## config.mk

```make
export PLATFORM = sky130hd
export DESIGN_NAME = mc_control_fsm
export DESIGN_NICKNAME = d
export VERILOG_FILES = /design/src/rtl/mc_control_fsm.sv
export SDC_FILE = /design/constraint.sdc
export NUM_CORES = 1
export LEC_CHECK = 0
export ABC_AREA = 1
export CAP_MARGIN = 20
export CORE_AREA = 2 2 49 51
export CTS_BUF_LIST = sky130_fd_sc_hd__clkbuf_16
export DETAILED_ROUTE_END_ITERATION = 10
export DIE_AREA = 0 0 51 53
export PLACE_DENSITY = 0.83
export SYNTH_ARGS = -nofsm -noshare
export SYNTH_HDL_FRONTEND = slang
export SYNTH_SLANG_ARGS = --single-unit
```

## constraint.sdc

```tcl
create_clock -name clk -period 1.45 [get_ports clk]
set_clock_uncertainty 0.15 [all_clocks]
set_input_delay 0.3625 -clock clk [delete_from_list [all_inputs] [get_ports clk]]
set_output_delay 0.3625 -clock clk [all_outputs]
set_load 0.1 [all_outputs]
```

## src/rtl/mc_control_fsm.sv

```systemverilog
// Main control FSM for the multi-cycle MIPS datapath: walks each instruction
// through fetch/decode/execute/memory/write-back and drives every datapath control.
module mc_control_fsm #(
    parameter int STATE_W       = 4,
    parameter int MEM_HANDSHAKE = 1
) (
    input  logic               clk,
    input  logic               rst,
    input  logic [5:0]         opcode,
    input  logic               mem_ready,
    output logic               pc_write,
    output logic               pc_write_cond,
    output logic [1:0]         pc_source,
    output logic               i_or_d,
    output logic               mem_read,
    output logic               mem_write,
    output logic               ir_write,
    output logic               mem_to_reg,
    output logic               reg_dst,
    output logic               reg_write,
    output logic               alu_src_a,
    output logic [1:0]         alu_src_b,
    output logic [2:0]         alu_op,
    output logic               illegal_op,
    output logic [STATE_W-1:0] state_dbg
);

    typedef enum logic [3:0] {
        FETCH    = 4'd0,
        DECODE   = 4'd1,
        MEM_ADDR = 4'd2,
        MEM_RD   = 4'd3,
        MEM_WB   = 4'd4,
        MEM_WR   = 4'd5,
        R_EX     = 4'd6,
        R_WB     = 4'd7,
        BRANCH   = 4'd8,
        JUMP     = 4'd9,
        I_EX     = 4'd10,
        I_WB     = 4'd11
    } state_t;

    localparam logic [5:0] OP_RTYPE = 6'b000000;
    localparam logic [5:0] OP_J     = 6'b000010;
    localparam logic [5:0] OP_BEQ   = 6'b000100;
    localparam logic [5:0] OP_ADDI  = 6'b001000;
    localparam logic [5:0] OP_SLTI  = 6'b001010;
    localparam logic [5:0] OP_ANDI  = 6'b001100;
    localparam logic [5:0] OP_ORI   = 6'b001101;
    localparam logic [5:0] OP_LW    = 6'b100011;
    localparam logic [5:0] OP_SW    = 6'b101011;

    state_t     state;
    state_t     state_next;
    logic [5:0] opcode_q;
    logic       ready;

    // Without the handshake every memory access completes in one cycle.
    assign ready     = (MEM_HANDSHAKE != 0) ? mem_ready : 1'b1;
    assign state_dbg = STATE_W'(state);

    always_ff @(posedge clk) begin
        if (rst) begin
            state    <= FETCH;
            opcode_q <= '0;
        end else begin
            state <= state_next;
            if (state == DECODE) begin
                opcode_q <= opcode;
            end
        end
    end

    always_comb begin
        state_next    = state;
        pc_write      = 1'b0;
        pc_write_cond = 1'b0;
        pc_source     = 2'b00;
        i_or_d        = 1'b0;
        mem_read      = 1'b0;
        mem_write     = 1'b0;
        ir_write      = 1'b0;
        mem_to_reg    = 1'b0;
        reg_dst       = 1'b0;
        reg_write     = 1'b0;
        alu_src_a     = 1'b0;
        alu_src_b     = 2'b00;
        alu_op        = 3'b000;
        illegal_op    = 1'b0;

        case (state)
            // IR load and PC+4 fire only on the completing cycle of the fetch.
            FETCH: begin
                mem_read  = 1'b1;
                alu_src_b = 2'b01;
                alu_op    = 3'b010;
                ir_write  = ready;
                pc_write  = ready;
                if (ready) begin
                    state_next = DECODE;
                end
            end
            DECODE: begin
                alu_src_b = 2'b11;
                alu_op    = 3'b010;
                case (opcode)
                    OP_LW, OP_SW:                      state_next = MEM_ADDR;
                    OP_RTYPE:                          state_next = R_EX;
                    OP_BEQ:                            state_next = BRANCH;
                    OP_J:                              state_next = JUMP;
                    OP_ADDI, OP_ANDI, OP_ORI, OP_SLTI: state_next = I_EX;
                    default: begin
                        illegal_op = 1'b1;
                        state_next = FETCH;
                    end
                endcase
            end
            MEM_ADDR: begin
                alu_src_a  = 1'b1;
                alu_src_b  = 2'b10;
                alu_op     = 3'b010;
                state_next = (opcode_q == OP_LW) ? MEM_RD : MEM_WR;
            end
            MEM_RD: begin
                mem_read = 1'b1;
                i_or_d   = 1'b1;
                if (ready) begin
                    state_next = MEM_WB;
                end
            end
            MEM_WB: begin
                reg_write  = 1'b1;
                mem_to_reg = 1'b1;
                state_next = FETCH;
            end
            MEM_WR: begin
                mem_write = 1'b1;
                i_or_d    = 1'b1;
                if (ready) begin
                    state_next = FETCH;
                end
            end
            R_EX: begin
                alu_src_a  = 1'b1;
                state_next = R_WB;
            end
            R_WB: begin
                reg_write  = 1'b1;
                reg_dst    = 1'b1;
                state_next = FETCH;
            end
            BRANCH: begin
                alu_src_a     = 1'b1;
                alu_op        = 3'b001;
                pc_write_cond = 1'b1;
                pc_source     = 2'b01;
                state_next    = FETCH;
            end
            JUMP: begin
                pc_write   = 1'b1;
                pc_source  = 2'b10;
                state_next = FETCH;
            end
            // The immediate ALU operation comes from the opcode latched in DECODE.
            I_EX: begin
                alu_src_a = 1'b1;
                alu_src_b = 2'b10;
                case (opcode_q)
                    OP_ANDI: alu_op = 3'b011;
                    OP_ORI:  alu_op = 3'b100;
                    OP_SLTI: alu_op = 3'b101;
                    default: alu_op = 3'b010;
                endcase
                state_next = I_WB;
            end
            I_WB: begin
                reg_write  = 1'b1;
                state_next = FETCH;
            end
            default: begin
                state_next = FETCH;
            end
        endcase
    end

endmodule

```

==> summary.txt, run 1 <==
Run status
  – Status: stopped before the end
  – Last stage reached: clock tree synthesis (4_1_cts)
  – Error: [ERROR DPL-0038] Utilization greater than 100%, impossible to legalize

Floorplanning
  – Rows: 17
  – Chip Width: between 50 and 60 um
  – Die H: 53 um
  – Initial core utilization: 0.375
  – IO Pins: 31

Clocking
  – H-tree depth: 1
  – Post_cts resized: a little over 90
  – Setup bufs post-CTS: 13
  – CTS root buf: clkbuf_16
  – CTS sink count: 10
  – TritonCTS Buffers: 3
  – Hold_buf cts: 0
  – Max clock buf depth: 2

Logic synthesis
  – Post-synthesis register bit count: 10
  – Synth Area per Inst: about 5.6 um^2
  – Cell area after synthesis: ~810 um^2
  – Post-synthesis sequential area ratio: 0.248
  – Syn nets: around 150
  – Warnings from Yosys: 0
  – Post-Synthesis Cells: 143
  – Synth cell types: 19

Placement
  – Dpl cell area: around 1900 um^2
  – HPWL after DPL: about 3200 um
  – Setup WS pre-CTS: -0.718 ns
  – GP Congestion: 0.908
  – # port buffers: 30
==> Yosys cell counts <==
cell type  number  share of area
inv_2           1         0.0047
a21oi_1        11          0.068
nand2_1        31           0.14
o21ai_0        10          0.062
nand2_4         1          0.014
nand2_2         2          0.016
nor2_4          1          0.014
nand4_1         3          0.023
nand3_1        10          0.062
buf_6           1          0.014
a31oi_1         1         0.0078
o22ai_1         2          0.016
nor2_8          1          0.025
dfxtp_1        10           0.25
nor3_1          2          0.012
buf_4           1         0.0093
or2_2           1         0.0078
nor2_1         28           0.13
inv_1          26           0.12
==> metrics by stage <==
stage,utilization,cells,TNS [ns]
detailed placement,0.897,244,-5.83
global placement,0.897,244,-4.48
floorplan,-,143,-10.44
==> cells by family after synthesis <==
logic type             synth area share
AOI/OAI and AO/OA                 0.154
buffers and inverters             0.149
DFF                               0.248
and+or+nand+nor                   0.449
==> run 2: changes to the inputs <==
- CORE_AREA: 2 2 49 51 -> 2 2 63 65
- CTS_BUF_LIST: sky130_fd_sc_hd__clkbuf_16 -> unset
- DIE_AREA: 0 0 51 53 -> 0 0 65 67
- PLACE_DENSITY: 0.83 -> unset
- PLACE_DENSITY_LB_ADDON: unset -> 0.15
- clock period: 1.45 -> 1.9 ns (I/O delays scaled with it)
==> summary.txt, run 2 <==
Floorplanning
  – IO Pins: 31 (unchanged)
  – Area of the core: roughly 3600 um^2
  – Die H: 67 um (+26%)
  – Chip Width: 65 um (+27%)
  – Die Area: 4360 um^2
  – Initial core utilization: 0.223 (-0.152)
  – Rows: 22 (+5)

Global routing
  – GRT Total Usage: 0.143
  – Vias in the first global route: between 1000 and 1500
  – GRT overflow: 0
  – First-pass GRT wire length: 4950 um
  – Largest net degree at the start of global routing: 16
  – Initial antenna violation count: 0

Power and ir drop
  – Sw Pwr: 433 uW
  – Clock power share: 0.260
  – Sequential power share: 0.245
  – Worst VDD drop: around 450 uV
  – Sw Share: 0.413
  – Internal power: 617 uW
  – Combinational share of power: 0.495
  – Pwr per Cell Area: 519 nW/um^2
  – Leak pwr: 0.920 nW
  – Total power: 1.05 mW

STA
  – Unrepaired setup endpoints after global routing: true
  – Worst hold margin: 0.412 ns
  – Hold Vio Cnt, Final: 0
  – Final Worst Setup Slack: -0.134 ns
  – Fin crit period: between 2 and 2.5 ns
  – Setup violators final: 13
  – Max-slew violations: 0
  – Final worst-path cycle share: 1.07
  – Least-Margin Pin Slew: about 0.26 ns
  – Slew headroom: 0.829
  – Maximum clock frequency: approximately 490 MHz
  – Setup TNS: -0.840 ns

Logic synthesis
  – Ys async rst share: 0 (unchanged)
  – Syn nets: 152 (unchanged)
  – Warnings from Yosys: 0 (unchanged)
  – Number of synthesized flops with an enable pin: 0 (unchanged)
  – Top_reg_cell synth: dfxtp_1
  – Largest cells by area after synthesis: dfxtp_1 (25%), nand2_1 (14%), nor2_1 (13%)
  – Post-synth top area cell: dfxtp_1
  – Post-synthesis register bit count: 10 (unchanged)
  – Commonest cells in the netlist: nand2_1 (31), nor2_1 (28), inv_1 (26)
  – Synth cell types: 19 (unchanged)
  – Post-Synthesis Cells: 143 (unchanged)
  – Post-synth top area share: 0.248 (unchanged)
  – Synth Area per Inst: 5.63 um^2 (unchanged)
  – Count leader, synth: nand2_1
  – Cell area after synthesis: 806 um^2 (unchanged)
  – Post-synthesis sequential area ratio: 0.248 (unchanged)

Clocking
  – Max clock buf depth: 2 (unchanged)
  – CTS sink count: 10 (unchanged)
  – TritonCTS Buffers: 3 (unchanged)
  – Hold_buf cts: 0 (unchanged)
  – H-tree depth: 1 (unchanged)
  – Reg clk slew, reported paths: 0.05 ns
  – Clock Latency Late Sink: 0.24 ns
  – CTS tree: yes
  – CTS root buf: clkbuf_8

Detailed routing
  – Avg WL per Cell: around 12 um
  – Detailed-route via count: between 1000 and 1500
  – Drc violations: 0
  – Final wirelength: slightly above 3000 um
  – Drt first pass iters: 4
  – Vias per std cell: 4.38
  – 1st-iter DRT viols: 26
  – Routed Antenna Nets: 0

Run status
  – Status: finished, violations left
  – Violated checks: negative setup slack

Placement
  – # port buffers: 30 (unchanged)
  – HPWL after DPL: 2270 um (-30%)
  – Placed cells: 233 (-4.5%)
  – GP Congestion: 0.775 (-15%)
  – Setup WS pre-CTS: -0.493 ns (+0.225 ns)
  – Dpl cell area: 1670 um^2 (-13%)

Layout
  – N_diodes: 0
  – Final instance area: around 2000 um^2
  – Top reg by flops: opcode_q
  – Number of fill cells in the layout: roughly 330
  – Nets: 220
  – Most frequent cells in the layout: buf_4 (25), nand2_1 (22), buf_12 (22)
  – Area of the multi-input gates: 776 um^2
  – Area occupied by registers: approximately 220 um^2
  – Synth-to-layout area growth: 151%
  – Commonest non-fill, non-tap cell in the layout: buf_4
  – Final std cells w/o fill: between 200 and 300
  – Post-Route Utilization: 0.561
  – Max reg flops: 6
  – Fraction of layout cells with a size suffix above 1: 0.619

Setup path
  – Crit path top cell by count: nor2_4
  – Critical path, cell by cell: nor2_4 -> nand2_4 -> nor2_8 -> nand3_4 -> nor2_4 -> buf_12
  – WP data required: around 1.3 ns
  – Arrival @ worst endpoint: ~1.4 ns
  – Worst Setup End Kind: output pin
  – Worst path slowest cell: dfxtp_4
  – Crit path largest cell delay: approximately 0.36 ns
  – Worst setup path class: reg -> out
  – Critical path peak fanout: 3
  – Startpoint types: flop

Worst hold path
  – Tightest Hold Check Type: reg -> reg

Flow run
  – Number of max-cap violations: 0
-- run 2: per-layer routing --
| layer | vias up | GRT usage | wire length [um] |
|---|---|---|---|
| met2 | 27 | 0.282 | 1730 |
| met3 | 2 | 0.0304 | 161 |
| met1 | 518 | 0.159 | 1160 |
| met4 | 0 | 0.0213 | 18 |
| met5 | - | 0 | 0 |
| li1 | 582 | - | - |
-- run 2: kinds of logic (layout without fill, tap and decap cells) --
| logic type | Yosys count | after routing | share of synthesized area |
|---|---|---|---|
| flip-flops | 10 | 10 | 0.248 |
| AND/OR/NAND/NOR | 80 | 80 | 0.449 |
| AO/OA/AOI/OAI | 24 | 24 | 0.154 |
| buffers and inverters | 29 | 96 | 0.149 |
-- run 2: final cells by class --
class	instances	share of cell area
timing repair buffer	65	0.393
multi-input combinational	104	0.384
sequential	10	0.109
inverter	27	0.0575
tap	48	0.0297
clock buffer	4	0.0272
-- run 2: path summary, 6_finish.rpt --
kind	from	endpoint	slack (ns)	cells after the start
hold reg to reg	opcode_q[3]$_SDFFE_PP0P_	opcode_q[3]$_SDFFE_PP0P_	0.41	2
hold / removal	opcode_q[3]$_SDFFE_PP0P_	opcode_q[3]$_SDFFE_PP0P_	0.41	2
setup / recovery	state_dbg[3]$_SDFFE_PP0P_	illegal_op	-0.13	6
setup reg to reg	state_dbg[3]$_SDFFE_PP0P_	state_dbg[2]$_SDFFE_PP0P_	0.38	8
-- run 2: what timing repair did --
action / 4_1_cts / 5_1_grt
endpoints found under the setup margin: 15 / 17
resized for setup: 42 / 31
gates cloned: 0 / 0
pin swaps: 18 / 14
buffers inserted: 13 / 8
-- run 2: power by group through the flow --
stage / logic [mW] / clock network [mW] / registers, mW
final: 0.520 / 0.273 / 0.257
after global routing: 0.553 / 0.289 / 0.260
after CTS: 0.486 / 0.275 / 0.252
after detailed placement: 0.458 / 0 / 0.256
after global placement: 0.453 / 0 / 0.255
after floorplan: 0.271 / 0 / 0.275
-- run 2: critical path: cells and delay by family (launching register included) --
kind | cells | cell delay [ns]
DFF | 1 | 0.36
and+or+nand+nor | 5 | 0.62
buffers and inverters | 1 | 0.18
(Power assumes the default switching activity.)
